==> src/rtl/hc595_scan_pkg.sv <==
// Shared definitions for the 74HC595 7-segment scan controller:
// FSM state encoding, idle/off constants and the hex-to-segment table.
package hc595_scan_pkg;

    typedef enum logic [2:0] {
        ST_IDLE      = 3'd0,
        ST_LOAD      = 3'd1,
        ST_START     = 3'd2,
        ST_WAIT_ACK  = 3'd3,
        ST_WAIT_DONE = 3'd4,
        ST_DWELL     = 3'd5
    } scan_state_e;

    // Active-low segment byte with every segment (and dp) dark.
    localparam logic [7:0]  SEG_OFF   = 8'hFF;
    // Word presented to the driver while nothing has been loaded yet.
    localparam logic [15:0] IDLE_WORD = 16'hFF00;

    // Active-high segment codes {g,f,e,d,c,b,a}, indexed by hex nibble.
    // Entry 0 is the least significant byte.
    localparam logic [15:0][7:0] SEG_TABLE = {
        8'h71, 8'h79, 8'h5E, 8'h39,   // F E d C
        8'h7C, 8'h77, 8'h6F, 8'h7F,   // b A 9 8
        8'h07, 8'h7D, 8'h6D, 8'h66,   // 7 6 5 4
        8'h4F, 8'h5B, 8'h06, 8'h3F    // 3 2 1 0
    };

    // One-hot digit select for a scan position.
    function automatic logic [7:0] digit_sel(input logic [2:0] idx);
        return 8'b0000_0001 << idx;
    endfunction

endpackage

==> src/rtl/hex_to_seg7.sv <==
// Combinational hex nibble to active-low 7-segment byte {dp,g,f,e,d,c,b,a}.
module hex_to_seg7
    import hc595_scan_pkg::*;
(
    input  logic [3:0] nibble_i,
    input  logic       dp_i,
    output logic [7:0] seg_n_o
);

    // Look up the active-high code, merge the decimal point, then invert.
    always_comb begin
        seg_n_o = ~(SEG_TABLE[nibble_i] | {dp_i, 7'b000_0000});
    end

endmodule

==> src/rtl/hc595_scan_ctrl.sv <==
// Multiplexed 7-segment scanner that sequences a 74HC595 serial driver.
// One position per scan slot: build {segments, digit-select}, pulse lock,
// wait for the driver's busy window, then hold the digit for a dwell time.
// Optional build macro HC595_SCAN_LZB_EN enables leading-zero blanking.
module hc595_scan_ctrl
    import hc595_scan_pkg::*;
#(
    parameter int NUM_DIGITS   = 8,
    parameter int DWELL_CYCLES = 1000,
    parameter int ACK_TIMEOUT  = 15
) (
    input  logic                    clk,
    input  logic                    rst,
    input  logic                    en,
    input  logic [4*NUM_DIGITS-1:0] digits,
    input  logic [NUM_DIGITS-1:0]   dp,
    input  logic [NUM_DIGITS-1:0]   blank,
    input  logic                    busy,
    output logic [15:0]             data,
    output logic                    lock,
    output logic [2:0]              scan_idx,
    output logic                    frame_done
);

    // One shared counter serves both the ack timeout and the dwell period.
    localparam int CNT_MAX = (DWELL_CYCLES > ACK_TIMEOUT) ? DWELL_CYCLES : ACK_TIMEOUT;
    localparam int CNT_W   = $clog2(CNT_MAX + 1);

    localparam logic [CNT_W-1:0] DWELL_LAST = CNT_W'(DWELL_CYCLES - 1);
    // START takes one cycle, so WAIT_ACK lasts ACK_TIMEOUT-1 cycles and the
    // retry pulse lands exactly ACK_TIMEOUT cycles after the previous one.
    localparam logic [CNT_W-1:0] ACK_LAST   = CNT_W'(ACK_TIMEOUT - 2);
    localparam logic [2:0]       IDX_LAST   = 3'(NUM_DIGITS - 1);

    scan_state_e      state_q, state_d;
    logic [CNT_W-1:0] cnt_q, cnt_d;
    logic [15:0]      data_q, data_d;
    logic [2:0]       idx_q, idx_d;
    logic             frame_q, frame_d;

    // Inputs padded to the full 8-position range so the 3-bit index is always in range.
    logic [31:0] digits_pad;
    logic [7:0]  dp_pad;
    logic [7:0]  blank_pad;
    logic [7:0]  lzb_dark;

    assign digits_pad = 32'(digits);
    assign dp_pad     = 8'(dp);
    assign blank_pad  = 8'(blank);

`ifdef HC595_SCAN_LZB_EN
    // A position goes dark when it and everything above it is zero; the
    // zero padding above NUM_DIGITS makes the top position work unchanged.
    generate
        for (genvar gi = 0; gi < 8; gi++) begin : g_lzb
            if (gi == 0) begin : g_pos0
                assign lzb_dark[gi] = 1'b0;
            end else begin : g_posn
                assign lzb_dark[gi] = (digits_pad[31:4*gi] == '0);
            end
        end
    endgenerate
`else
    assign lzb_dark = '0;
`endif

    // Position mux feeding the single segment decoder.
    logic [3:0]  cur_nib;
    logic        cur_dark;
    logic        cur_dp;
    logic [7:0]  seg_n;
    logic [15:0] load_word;

    assign cur_nib  = digits_pad[{idx_q, 2'b00} +: 4];
    assign cur_dark = blank_pad[idx_q] | lzb_dark[idx_q];
    // A dark position also suppresses its decimal point.
    assign cur_dp   = dp_pad[idx_q] & ~cur_dark;

    hex_to_seg7 u_hex_to_seg7 (
        .nibble_i (cur_nib),
        .dp_i     (cur_dp),
        .seg_n_o  (seg_n)
    );

    assign load_word = {(cur_dark ? SEG_OFF : seg_n), digit_sel(idx_q)};

    // State register.
    always_ff @(posedge clk or negedge rst) begin
        if (!rst) begin
            state_q <= ST_IDLE;
        end else begin
            state_q <= state_d;
        end
    end

    // Next-state logic for the load / handshake / dwell sequence.
    always_comb begin
        state_d = state_q;
        case (state_q)
            ST_IDLE:      if (en) state_d = ST_LOAD;
            ST_LOAD:      state_d = ST_START;
            ST_START:     state_d = ST_WAIT_ACK;
            ST_WAIT_ACK: begin
                if (busy)                 state_d = ST_WAIT_DONE;
                else if (cnt_q == ACK_LAST) state_d = ST_START;
            end
            ST_WAIT_DONE: if (!busy) state_d = ST_DWELL;
            ST_DWELL: begin
                if (cnt_q == DWELL_LAST) state_d = en ? ST_LOAD : ST_IDLE;
            end
            default:      state_d = ST_IDLE;
        endcase
    end

    // Output decode: lock is a one-cycle pulse per START visit.
    always_comb begin
        lock = (state_q == ST_START);
    end

    // Datapath next values: word capture, timers, position advance, frame pulse.
    always_comb begin
        cnt_d   = '0;
        data_d  = data_q;
        idx_d   = idx_q;
        frame_d = 1'b0;
        case (state_q)
            ST_LOAD: data_d = load_word;
            ST_WAIT_ACK: begin
                if (!busy && cnt_q != ACK_LAST) cnt_d = cnt_q + CNT_W'(1);
            end
            ST_DWELL: begin
                if (cnt_q != DWELL_LAST) begin
                    cnt_d = cnt_q + CNT_W'(1);
                end else if (idx_q == IDX_LAST) begin
                    idx_d   = 3'd0;
                    frame_d = 1'b1;
                end else begin
                    idx_d = idx_q + 3'd1;
                end
            end
            default: ;
        endcase
    end

    // Datapath registers.
    always_ff @(posedge clk or negedge rst) begin
        if (!rst) begin
            cnt_q   <= '0;
            data_q  <= IDLE_WORD;
            idx_q   <= 3'd0;
            frame_q <= 1'b0;
        end else begin
            cnt_q   <= cnt_d;
            data_q  <= data_d;
            idx_q   <= idx_d;
            frame_q <= frame_d;
        end
    end

    assign data       = data_q;
    assign scan_idx   = idx_q;
    assign frame_done = frame_q;

endmodule
==> config.mk <==
export PLATFORM = sky130hd
export DESIGN_NAME = hc595_scan_ctrl
export DESIGN_NICKNAME = d
export VERILOG_FILES = /design/src/rtl/hc595_scan_pkg.sv /design/src/rtl/hex_to_seg7.sv /design/src/rtl/hc595_scan_ctrl.sv
export SDC_FILE = /design/constraint.sdc
export NUM_CORES = 1
export LEC_CHECK = 0
export BUFFER_PORTS_ARGS = -buffer_cell sky130_fd_sc_hd__buf_2
export CAP_MARGIN = 5
export CELL_PAD_IN_SITES_DETAIL_PLACEMENT = 1
export CELL_PAD_IN_SITES_GLOBAL_PLACEMENT = 1
export CORE_MARGIN = 5
export CORE_UTILIZATION = 25
export DETAILED_ROUTE_END_ITERATION = 8
export HOLD_SLACK_MARGIN = 0.1
export PLACE_DENSITY_LB_ADDON = 0.25
export SYNTH_ARGS = -nofsm -noshare
export SYNTH_HDL_FRONTEND = slang
export SYNTH_SLANG_ARGS = --single-unit
==> constraint.sdc <==
create_clock -name clk -period 7.58 [get_ports clk]
set_clock_uncertainty 0.15 [all_clocks]
set_input_delay 0.379 -clock clk [delete_from_list [all_inputs] [get_ports clk]]
set_output_delay 0.379 -clock clk [all_outputs]
set_load 0.01 [all_outputs]
==> impl_metrics.ini <==
[place]
dpl-instance-area_sq_mm = 0.002562
port_buffers = 72
finalWeightedCongestion = 0.7521
dp_slack_ns = 4.454
hpwlAfterDp_um = 4291

[timing]
worst_slew_pin_slew_ns = 0.7512
rsz0062_at_grt = false
finalHoldViolCount = 0
fmax_mhz = 326.6
setup_tns_ns = 0
min_period_ns = 3.062
max_slew_margin = 0.4992
fin_ws_ns = 4.518
post-route-period-util = 0.4039
setup_violations = 0
drv_slew = 0

[clock_network]
cts_made_buffers = 5
clockBufferDepth = 2
root_buffer = clkbuf_8
cts_tree = done
cts.sinks = 33
clock_latency_ns = 0.29
clk_pin_slew_worst_paths_ns = 0.07
htreeDepth = 2

[floorplan]
num_rows = 33
die_area_sq_mm = 0.01045
io-pin-count = 73
start_util = 0.2574
die_h_um = 102.2
core_area_sq_mm = 0.008258
die_w_um = 102.2

[pwr]
powerDensity_mw_per_mm2 = 179.0
irDropWorstVdd_v = 0.00009080
power_leakage_nw = 1.315
total_power_uw = 481.4

[grt]
grt.overflow.total = 0
grt_antenna_before_repair = 0
top_usage_layer = met2
grtUsageTotal = 0.1157
met1_usage = 0.1579
gr-usage-met3 = 0.03618
grt_max_degree = 34
grt_pass1_wl_um = 9377
grt_use_met2 = 0.1739
grt_pass1_vias = 1872

[min_path]
hold_class = in2reg

[synth]
synthMostInstantiatedCell = nor2_1
synthArstFlopShare = 1.000
synth-xor-area-share = 0.03708
yosysSeqAreaShare = 0.3932
synth_commonest_cells = nor2_1 (29), nand2_1 (26), dfrtp_1 (25)
synth-edff-count = 0
synth_fa_ha_area_frac = 0.08240
synth-compound-area-share = 0.07946
yosys-top-cells-area = dfrtp_1 (29%), dfstp_2 (9.9%), mux4_2 (9.5%)
syn_area_sq_mm = 0.002126
netlist_instances = 201
yosysTopAreaCell = dfrtp_1
synth.area.mux_share = 0.1954
synth-main-ff-cell = dfrtp_1
synth_seq_cells = 33
synth_cell_type_count = 41
synth_top_area_frac = 0.2943
syn_area_per_cell_sq_um = 10.58
yosys.area_share.simple = 0.1672
synth_top_family_by_area = multiplexers
syn-num-nets = 267
ys.warnings.count = 0

[critical_path]
setup.worst_path.class = reg2reg
end_kind = flop
crit_fanout = 16
crit_path_start_kind = flop
critical_path_required_ns = 7.65
arrival_ns = 3.13

[final_layout]
syn_to_final_growth_pct = 26.49
seq_area_sq_um = 835.8
fin_area_sq_mm = 0.002689
num-fill-cells = 979
final_util = 0.3256
antennaDiodeCount = 0
final_layout_size_suffix_gt1_frac = 0.3700
multi_input_area_sq_mm = 0.001194
nets = 338

[route]
vias = 1757
route.detailed.drc = 0
viasPerCell = 4.648
wl_per_cell_um = 14.71
first_pass_iters = 2
ant_nets = 0
drtIter0Drc = 26
routed_wl_um = 5560

[outcome]
status = finished, final reports clean

[run]
drv_cap = 0
==> layer usage <==
layer | wire [um] | vias up
li1 | - | 853
met1 | 2674 | 854
met2 | 2515 | 46
met3 | 302 | 4
met4 | 68 | 0
met5 | 0 | -
==> final cells by class <==
type / instances / area share
Sequential cell: 33 / 0.3108
Tap cell: 105 / 0.04886
Multi-Input combinational cell: 149 / 0.4439
Timing Repair Buffer: 74 / 0.1405
Inverter: 9 / 0.01256
Clock buffer: 7 / 0.03211
Clock inverter: 1 / 0.01117
==> worst max-delay path, stage by stage (launching register included) <==
cell	delay [ns]
dfrtp_1	0.82
mux4_2	0.58
mux2i_1	0.49
inv_1	0.14
ha_1	0.27
mux2i_1	0.15
nor2_1	0.05
o32a_1	0.33
==> flip-flops by register name (all words and copies together) (netlist names) <==
register,count
cnt_q,10
data,16
frame_done,1
scan_idx,3
state_q,3
==> worst paths after layout <==
kind / startpoint / end / slack, ns / cells after the start
worst max register to register: scan_idx[0] / data[13] / 4.52 / 7
worst max-delay path: scan_idx[0] / data[13] / 4.52 / 7
worst min register to register: data[5] / data[5] / 0.32 / 2
max in group asynchronous: rst / frame_done / 6.26 / 2
min in group asynchronous: rst / data[1] / 0.54 / 2
worst min-delay path: busy / state_q[2] / 0.25 / 3
==> placed cells by master (no fill, tap or decap), types with 2 or more instances in the layout <==
| cell type | netlist | layout |
|---|---|---|
| mux4_1 | 3 | 3 |
| xnor2_1 | 6 | 6 |
| ha_1 | 14 | 14 |
| nand4_1 | 3 | 3 |
| xor2_1 | 3 | 3 |
| nand2_1 | 26 | 26 |
| buf_2 | 2 | 72 |
| nand2b_1 | 3 | 3 |
| clkbuf_8 | 0 | 6 |
| o22a_1 | 3 | 3 |
| a21oi_1 | 2 | 2 |
| nor3_1 | 4 | 4 |
| inv_1 | 8 | 8 |
| a211oi_1 | 2 | 2 |
| nand3_1 | 5 | 5 |
| dfrtp_1 | 25 | 25 |
| o21ai_0 | 6 | 6 |
| mux4_2 | 9 | 9 |
| o32a_1 | 3 | 3 |
| nor2_1 | 29 | 29 |
| dfstp_2 | 8 | 8 |
| mux2i_1 | 10 | 10 |
| and2_1 | 2 | 2 |
==> power breakdown <==
part	total [mW]	internal [mW]	switching, mW
Clock	0.177	0.107	0.0693
Combinational	0.0875	0.0457	0.0418
Sequential	0.217	0.195	0.0223
Total	0.481	0.348	0.133
==> through the flow <==
step	std cells	hold WS, ns
5_1_grt	378	0.2852
3_3_place_gp	369	0.3068
4_1_cts	378	0.2559
6_report	378	0.2545
3_5_place_dp	369	0.3105
2_1_floorplan	201	-0.06659
==> repair_timing <==
item / 4_1_cts / 5_1_grt
setup buffers: 0 / 0
resized for setup: 0 / 0
hold buffers: 1 / 0
endpoints found under the hold margin: 25 / 0
==> kinds of logic after synthesis <==
logic type	Yosys count
mux	24
flops	33
buf+inv	19
xor+xnor	9
fa+ha+maj	14
simple gates	79
compound gates	23
(Power assumes the default switching activity.)
